## src/rtl/nibble_serial_add16.sv

```systemverilog
`default_nettype none
// ============================================================================
//  Module      : nibble_serial_add16
//  Description : 16-bit adder that reuses one 4-bit add stage across four
//                nibbles, one nibble per clock. The optional subtract mode is
//                enabled with macro NIBBLE_SERIAL_SUB_EN.
//  Revision    : 1.0 - initial release
// ============================================================================
module nibble_serial_add16 (
    input  logic        clk,
    input  logic        rst,
    input  logic        start,
    input  logic [15:0] A,
    input  logic [15:0] B,
    input  logic        Cin,
`ifdef NIBBLE_SERIAL_SUB_EN
    input  logic        sub,
`endif
    output logic [15:0] S,
    output logic        Cout,
    output logic        ovfl,
    output logic        busy,
    output logic        done
);

    localparam logic [1:0] IDLE = 2'd0;
    localparam logic [1:0] ADD  = 2'd1;
    localparam logic [1:0] DONE = 2'd2;

    logic [1:0]  state_q, state_d;
    logic [1:0]  cnt_q, cnt_d;
    logic [15:0] a_q, b_q;
    logic        cin_q;
    logic        carry_q, carry_d;
    logic [15:0] s_q, s_d;
    logic        cout_q, cout_d;
    logic        ovfl_q, ovfl_d;

    logic        w_accept;
    logic [3:0]  w_lsb;
    logic [3:0]  w_a_nib;
    logic [3:0]  w_b_nib;
    logic        w_cin_nib;
    logic [4:0]  w_sum;
    logic        w_c15;
    logic [15:0] w_b_load;
    logic        w_cin_load;

    assign w_accept = start && ((state_q == IDLE) || (state_q == DONE));

    // Subtraction is folded into operand latching: B is stored inverted and
    // the carry-in forced to 1, so the datapath itself only ever adds.
`ifdef NIBBLE_SERIAL_SUB_EN
    assign w_b_load   = sub ? ~B : B;
    assign w_cin_load = sub ? 1'b1 : Cin;
`else
    assign w_b_load   = B;
    assign w_cin_load = Cin;
`endif

    // The single shared 4-bit add stage
    assign w_lsb     = {cnt_q, 2'b00};
    assign w_a_nib   = a_q[w_lsb +: 4];
    assign w_b_nib   = b_q[w_lsb +: 4];
    assign w_cin_nib = (cnt_q == 2'd0) ? cin_q : carry_q;
    assign w_sum     = {1'b0, w_a_nib} + {1'b0, w_b_nib} + {4'b0000, w_cin_nib};

    // Carry into bit 15 recovered from the sum bit of the top nibble
    assign w_c15 = w_a_nib[3] ^ w_b_nib[3] ^ w_sum[3];

    always_comb begin
        state_d = state_q;
        cnt_d   = cnt_q;
        s_d     = s_q;
        carry_d = carry_q;
        cout_d  = cout_q;
        ovfl_d  = ovfl_q;

        case (state_q)
            IDLE: begin
                state_d = IDLE;
            end
            ADD: begin
                s_d[w_lsb +: 4] = w_sum[3:0];
                carry_d         = w_sum[4];
                cnt_d           = cnt_q + 2'd1;
                if (cnt_q == 2'd3) begin
                    cout_d  = w_sum[4];
                    ovfl_d  = w_c15 ^ w_sum[4];
                    state_d = DONE;
                end
            end
            DONE: begin
                state_d = IDLE;
            end
            default: begin
                state_d = IDLE;
            end
        endcase

        if (w_accept) begin
            state_d = ADD;
            cnt_d   = 2'd0;
            s_d     = 16'h0000;
            carry_d = 1'b0;
            cout_d  = 1'b0;
            ovfl_d  = 1'b0;
        end
    end

    always_ff @(posedge clk) begin
        if (rst) begin
            state_q <= IDLE;
            cnt_q   <= 2'd0;
            a_q     <= 16'h0000;
            b_q     <= 16'h0000;
            cin_q   <= 1'b0;
            carry_q <= 1'b0;
            s_q     <= 16'h0000;
            cout_q  <= 1'b0;
            ovfl_q  <= 1'b0;
        end else begin
            state_q <= state_d;
            cnt_q   <= cnt_d;
            carry_q <= carry_d;
            s_q     <= s_d;
            cout_q  <= cout_d;
            ovfl_q  <= ovfl_d;
            if (w_accept) begin
                a_q   <= A;
                b_q   <= w_b_load;
                cin_q <= w_cin_load;
            end
        end
    end

    assign S    = s_q;
    assign Cout = cout_q;
    assign ovfl = ovfl_q;
    assign busy = (state_q == ADD);
    assign done = (state_q == DONE);

endmodule
`default_nettype wire

```

## config.mk

```make
export PLATFORM = sky130hd
export DESIGN_NAME = nibble_serial_add16
export DESIGN_NICKNAME = d
export VERILOG_FILES = /design/src/rtl/nibble_serial_add16.sv
export SDC_FILE = /design/constraint.sdc
export NUM_CORES = 1
export LEC_CHECK = 0
export BUFFER_PORTS_ARGS = -buffer_cell sky130_fd_sc_hd__buf_4
export CORE_MARGIN = 4
export CORE_UTILIZATION = 50
export DETAILED_ROUTE_END_ITERATION = 7
export GPL_TIMING_DRIVEN = 0
export PLACE_DENSITY_LB_ADDON = 0.12
export SLEW_MARGIN = 20
export SYNTH_ARGS = -nofsm -noshare
export SYNTH_HDL_FRONTEND = slang
export SYNTH_SLANG_ARGS = --single-unit
export TNS_END_PERCENT = 5
```

## constraint.sdc

```tcl
create_clock -name clk -period 3.7 [get_ports clk]
set_input_delay 0.74 -clock clk [delete_from_list [all_inputs] [get_ports clk]]
set_output_delay 0.74 -clock clk [all_outputs]
set_load 0.03 [all_outputs]
```

After elaboration in Yosys (flattened, before gate mapping)
Cells that the tools add are included.
Word-level totals
  register bits after elaboration: 56
  input bits: 36
Operators by class
  add/sub/neg operators: 4
  equal/unequal tests: 4
  shift operators: 4
  mux-type cells: 5
  bitwise logic cells: 4
  reductions and logical operators: 7
Operator list (number)
  variable part select 16 x 5 -> 4 bit: 2
  bitwise mux 16 bit: 1
  variable shift 4 x 6 -> 16 bit (first input constant): 1
  variable part select 4 x 6 -> 16 bit: 1
  negator 4 -> 6 bit: 1
  adder 4 x 4 -> 5 bit: 1
  adder 5 x 1 -> 5 bit: 1
  equality test 2 bit (second input constant): 2
  zero test 2 bit: 2
  two-way mux 1 bit: 4
  inequality test 3 x 1 -> 1 bit (second input constant): 1
  OR reduction 3 bit: 1
  bitwise XOR 1 bit: 3
  adder 2 x 1 -> 2 bit (second input constant): 1
  equality test 2 x 1 -> 1 bit (second input constant): 1
  AND reduction 2 bit: 1
  OR reduction 2 bit: 1
  logical AND 1 bit: 1
  logical OR 1 bit: 1
  NOT 1 bit: 1

Longest topological paths before layout
  depth after elaboration: 5
  depth in mapped cells: 12

Worst setup path after synthesis
No wires, ideal clock.
  path kind: reg2reg
  start point: register cnt_q[1]
  end point: register ovfl_q, in the netlist ovfl
  library setup time: 0.078 ns
  data arrival time: 2.560 ns
  data required time: 3.622 ns
  slack: 1.062 ns
  cell stages (with the launch flop): 13
  path buffers: 1
  cell sequence: dfxtp_1 clkbuf_1 inv_1 ha_1 mux2i_1 fa_1 inv_1 fa_1 a21o_1 a21oi_2 xnor2_1 nor2_1 nor3_1
On the way
  word-level cells in the longest chain between the ends: 5
  elaborated cells between the ends (all ways): 11
  classes of those cells: add/sub (2); eq/ne (1); shift (2); mux (1); bitwise (3); reduce/logical (2)
RTL lines
  start, declared: RTL line 31  | logic [1:0] cnt_q, cnt_d;
  start signal, assigned: RTL line 124  | cnt_q <= cnt_d;
  variable part select 16 x 5 -> 4 bit, or another cell as far along: RTL line 63  | assign w_a_nib = a_q[w_lsb +: 4];
  adder 4 x 4 -> 5 bit / two-way mux 1 bit (equally long branches): RTL line 66, 65
  adder 5 x 1 -> 5 bit: RTL line 66  | assign w_sum = {1'b0, w_a_nib} + {1'b0, w_b_nib} + {4'b0000, w_cin_nib};
  bitwise XOR 1 bit: RTL line 69  | assign w_c15 = w_a_nib[3] ^ w_b_nib[3] ^ w_sum[3];
  bitwise XOR 1 bit: RTL line 89  | ovfl_d = w_c15 ^ w_sum[4];
  end signal, assigned: RTL line 128  | ovfl_q <= ovfl_d;
  end, declared: RTL line 37  | logic ovfl_q, ovfl_d;
Several ways; a longest one is shown, not always the timed one.
A chain may end at the register's enable or synchronous reset.

Worst setup path in the final report
Same ends and word-level chain as after synthesis.

==> summary.txt <==
Main area contributors after synthesis = dfxtp_1 (44%), nand2_1 (11%), mux4_1 (7.3%), a21oi_1 (7.1%), a22oi_1 (4.7%)
Slew margin rel. = 61.8%
EDFF count, synth = 0
Crit Path Max Fanout = 10
Post-DRT Antenna Nets = 0
Post-CTS setup buffers = 0
Row count = 25
CTS clock-pin slew for the worst setup and hold paths = 90 ps
Worst EP required = 3940 ps
Logic pwr share = 16.5%
Area of the multi-input gates = 1270 µm²
Fin Clk Skew = 5.53 ps
Sequential area share after synthesis = 44.3%
Sw frac = 26.3%
Die ar. = 6260 µm²
VDD IR-drop max = 252 µV
Die width = 79.1 µm
Share of layout cells above drive strength 1 = 26.0%
Yosys reg bits = 56
Cts repair resizes = 0
Sequential power share = 54.4%
CTS buffer count = 5
Clk sinks = 56
Antenna cells = 0
Most frequent cell after synthesis = nand2_1
Post-synth top flop = dfxtp_1
Startpoint types = register
Routed vias = 2031
Routability congestion estimate = 0.773
Top cells by count, synth = nand2_1 (74), dfxtp_1 (56), a21oi_1 (36), nor2_1 (24), a22oi_1 (16)
CP Data Arrival Time = 3350 ps
Root buf cell = clkbuf_8
Clock power frac = 29.0%
HP Class = reg -> reg
Die height = 79.1 µm
CP peak stage delay = 470 ps
Synth-to-Final Area Change = 22.9%
I/O pin count = 56
Crit path buffers/inverters = 3
Tot Pwr = 1.18 mW
Wire per inst = 13.5 µm
Vias per inst = 5.05
Mapped Cells = 273
Area share of the largest cell type after synthesis = 44.3%
Fill count = 447
Vias in the first global route = 1963
Final wirelength = 5.44 mm
Status = completed
Crit-path cells = clkbuf_1 > inv_1 > ha_1 > mux2i_1 > fa_1 > inv_1 > fa_1 > a21o_1 > a21oi_2 > xnor2_1 > nor2_1 > nor3_1
Clk_lat worst skew = 300 ps
Lkg Pwr = 1.32 nW
CTS tree = yes
Worst Tran Pin Value = 573 ps
Clock Tree Buf Depth = 2
Critical path's slowest cell = clkbuf_1
Largest net degree at the start of global routing = 16
Psw = 310 µW
RSZ-0062 raised after global routing = false
Synth Net Count = 320
Starting Density = 52.5%
GRT Util Overall = 18.0%
Grt ovf = 0
Synth cell types = 36
YS warnings = 0
Power Dens Cells = 379 nW/µm²
Drc violations = 0
Slew Viols, Final = 0
Endpoints failing setup = 0
Avg Cell Area, Syn = 9.27 µm²
Post-CTS Hold Buffers = 0
Post-DP HPWL = 4.09 mm
Int Pwr = 869 µW
Initial antenna violation count = 0
Core area = 4820 µm²
H-tree depth = 2
Crit end category = register
Fin. Hold Viols = 0
Critical path type = reg -> reg
Dominant cell type by area after synthesis = dfxtp_1
Register area = 1120 µm²
Maxcap violations = 0
CP top delay family = adder cells
NumNets Final = 381
Tmin final = 3120 ps
Achievable Freq = 0.321 GHz
First-pass GRT wire length = 8.98 mm
Drt pass-1 iters = 4
Synthesized area = 2530 µm²
Port Buf Inserts = 54
Fin Setup TNS = 0 ps
Post-route clock period utilization = 84.2%
Ys async rst share = 0%
Iteration-0 DRC Markers = 76
-- layout by cell type, fill, tap and decap left out, types with 2 or more instances in the layout --
cell	instances
a21oi_1	36
a22oi_1	16
and2b_1	2
buf_2	3
buf_4	61
clkbuf_1	7
clkbuf_8	7
dfxtp_1	56
fa_1	2
ha_1	9
inv_1	5
inv_2	2
mux4_1	7
nand2_1	74
nand2b_1	2
nand2b_4	2
nor2_1	24
xnor2_1	2
-- worst reg2reg max path, cell delays in order (launching register included) --
cell and delay, ps:
dfxtp_1 380, clkbuf_1 470, inv_1 170, ha_1 310, mux2i_1 240, fa_1 230
inv_1 60, fa_1 390, a21o_1 210, a21oi_2 230, xnor2_1 150, nor2_1 50
nor3_1 150
-- layout make-up --
class | instances | area share [%]
multi-input combinational | 193 | 40.9
sequential | 56 | 36.1
timing repair buffer | 54 | 13.0
buffer | 17 | 3.58
clock buffer | 8 | 2.90
tap | 67 | 2.70
inverter | 7 | 0.845
-- through the flow --
step                instance area, µm²  std cells  utilization [%]  setup slack, ps  hold WS [ps]
floorplan                         2530        273                -             1060           432
global placement                  3020        394             62.7              598           439
detailed placement                3020        394             62.7              561           443
CTS                               3110        402             64.5              536           456
global route                      3110        402             64.5              302           471
finish                            3110        402             64.5              583           454
-- per-layer routing --
metal  vias up  global-route usage [%]  wire length [µm]
met5         -                       0                 0
met1       932                    23.0              2530
met2        50                    31.1              2580
met4         0                    5.50                67
li1       1044                       -                 -
met3         5                    3.29               260
-- power by group through the flow --
stage | logic, mW | clock network [mW] | registers [mW]
3_5_place_dp | 0.196 | 0 | 0.656
2_1_floorplan | 0.129 | 0 | 0.655
5_1_grt | 0.215 | 0.374 | 0.646
3_3_place_gp | 0.193 | 0 | 0.655
6_report | 0.195 | 0.342 | 0.642
4_1_cts | 0.197 | 0.352 | 0.642
-- flip-flops by register name, summed over array words and instances (netlist names) --
signal   cells
Cout         1
S           16
state_q      2
carry_q      1
ovfl         1
b_q         16
cin_q        1
cnt_q        2
a_q         16
-- final timing paths --
path | startpoint | cells after the start | slack, ps | endpoint
setup / recovery | cnt_q[1] | 12 | 580 | ovfl
hold / removal | b_q[1] | 2 | 450 | b_q[1]
setup reg to reg | cnt_q[1] | 12 | 580 | ovfl
hold reg to reg | b_q[1] | 2 | 450 | b_q[1]
-- cell families after synthesis --
group / share of synthesized area (%)
multiplexers: 8.56
adder cells (fa/ha/maj): 6.03
AO/OA/AOI/OAI: 13.8
XOR/XNOR: 1.68
buffers and inverters: 5.44
flip-flops: 44.3
AND/OR/NAND/NOR: 20.1
No activity file was read; power rests on OpenSTA's default activity.
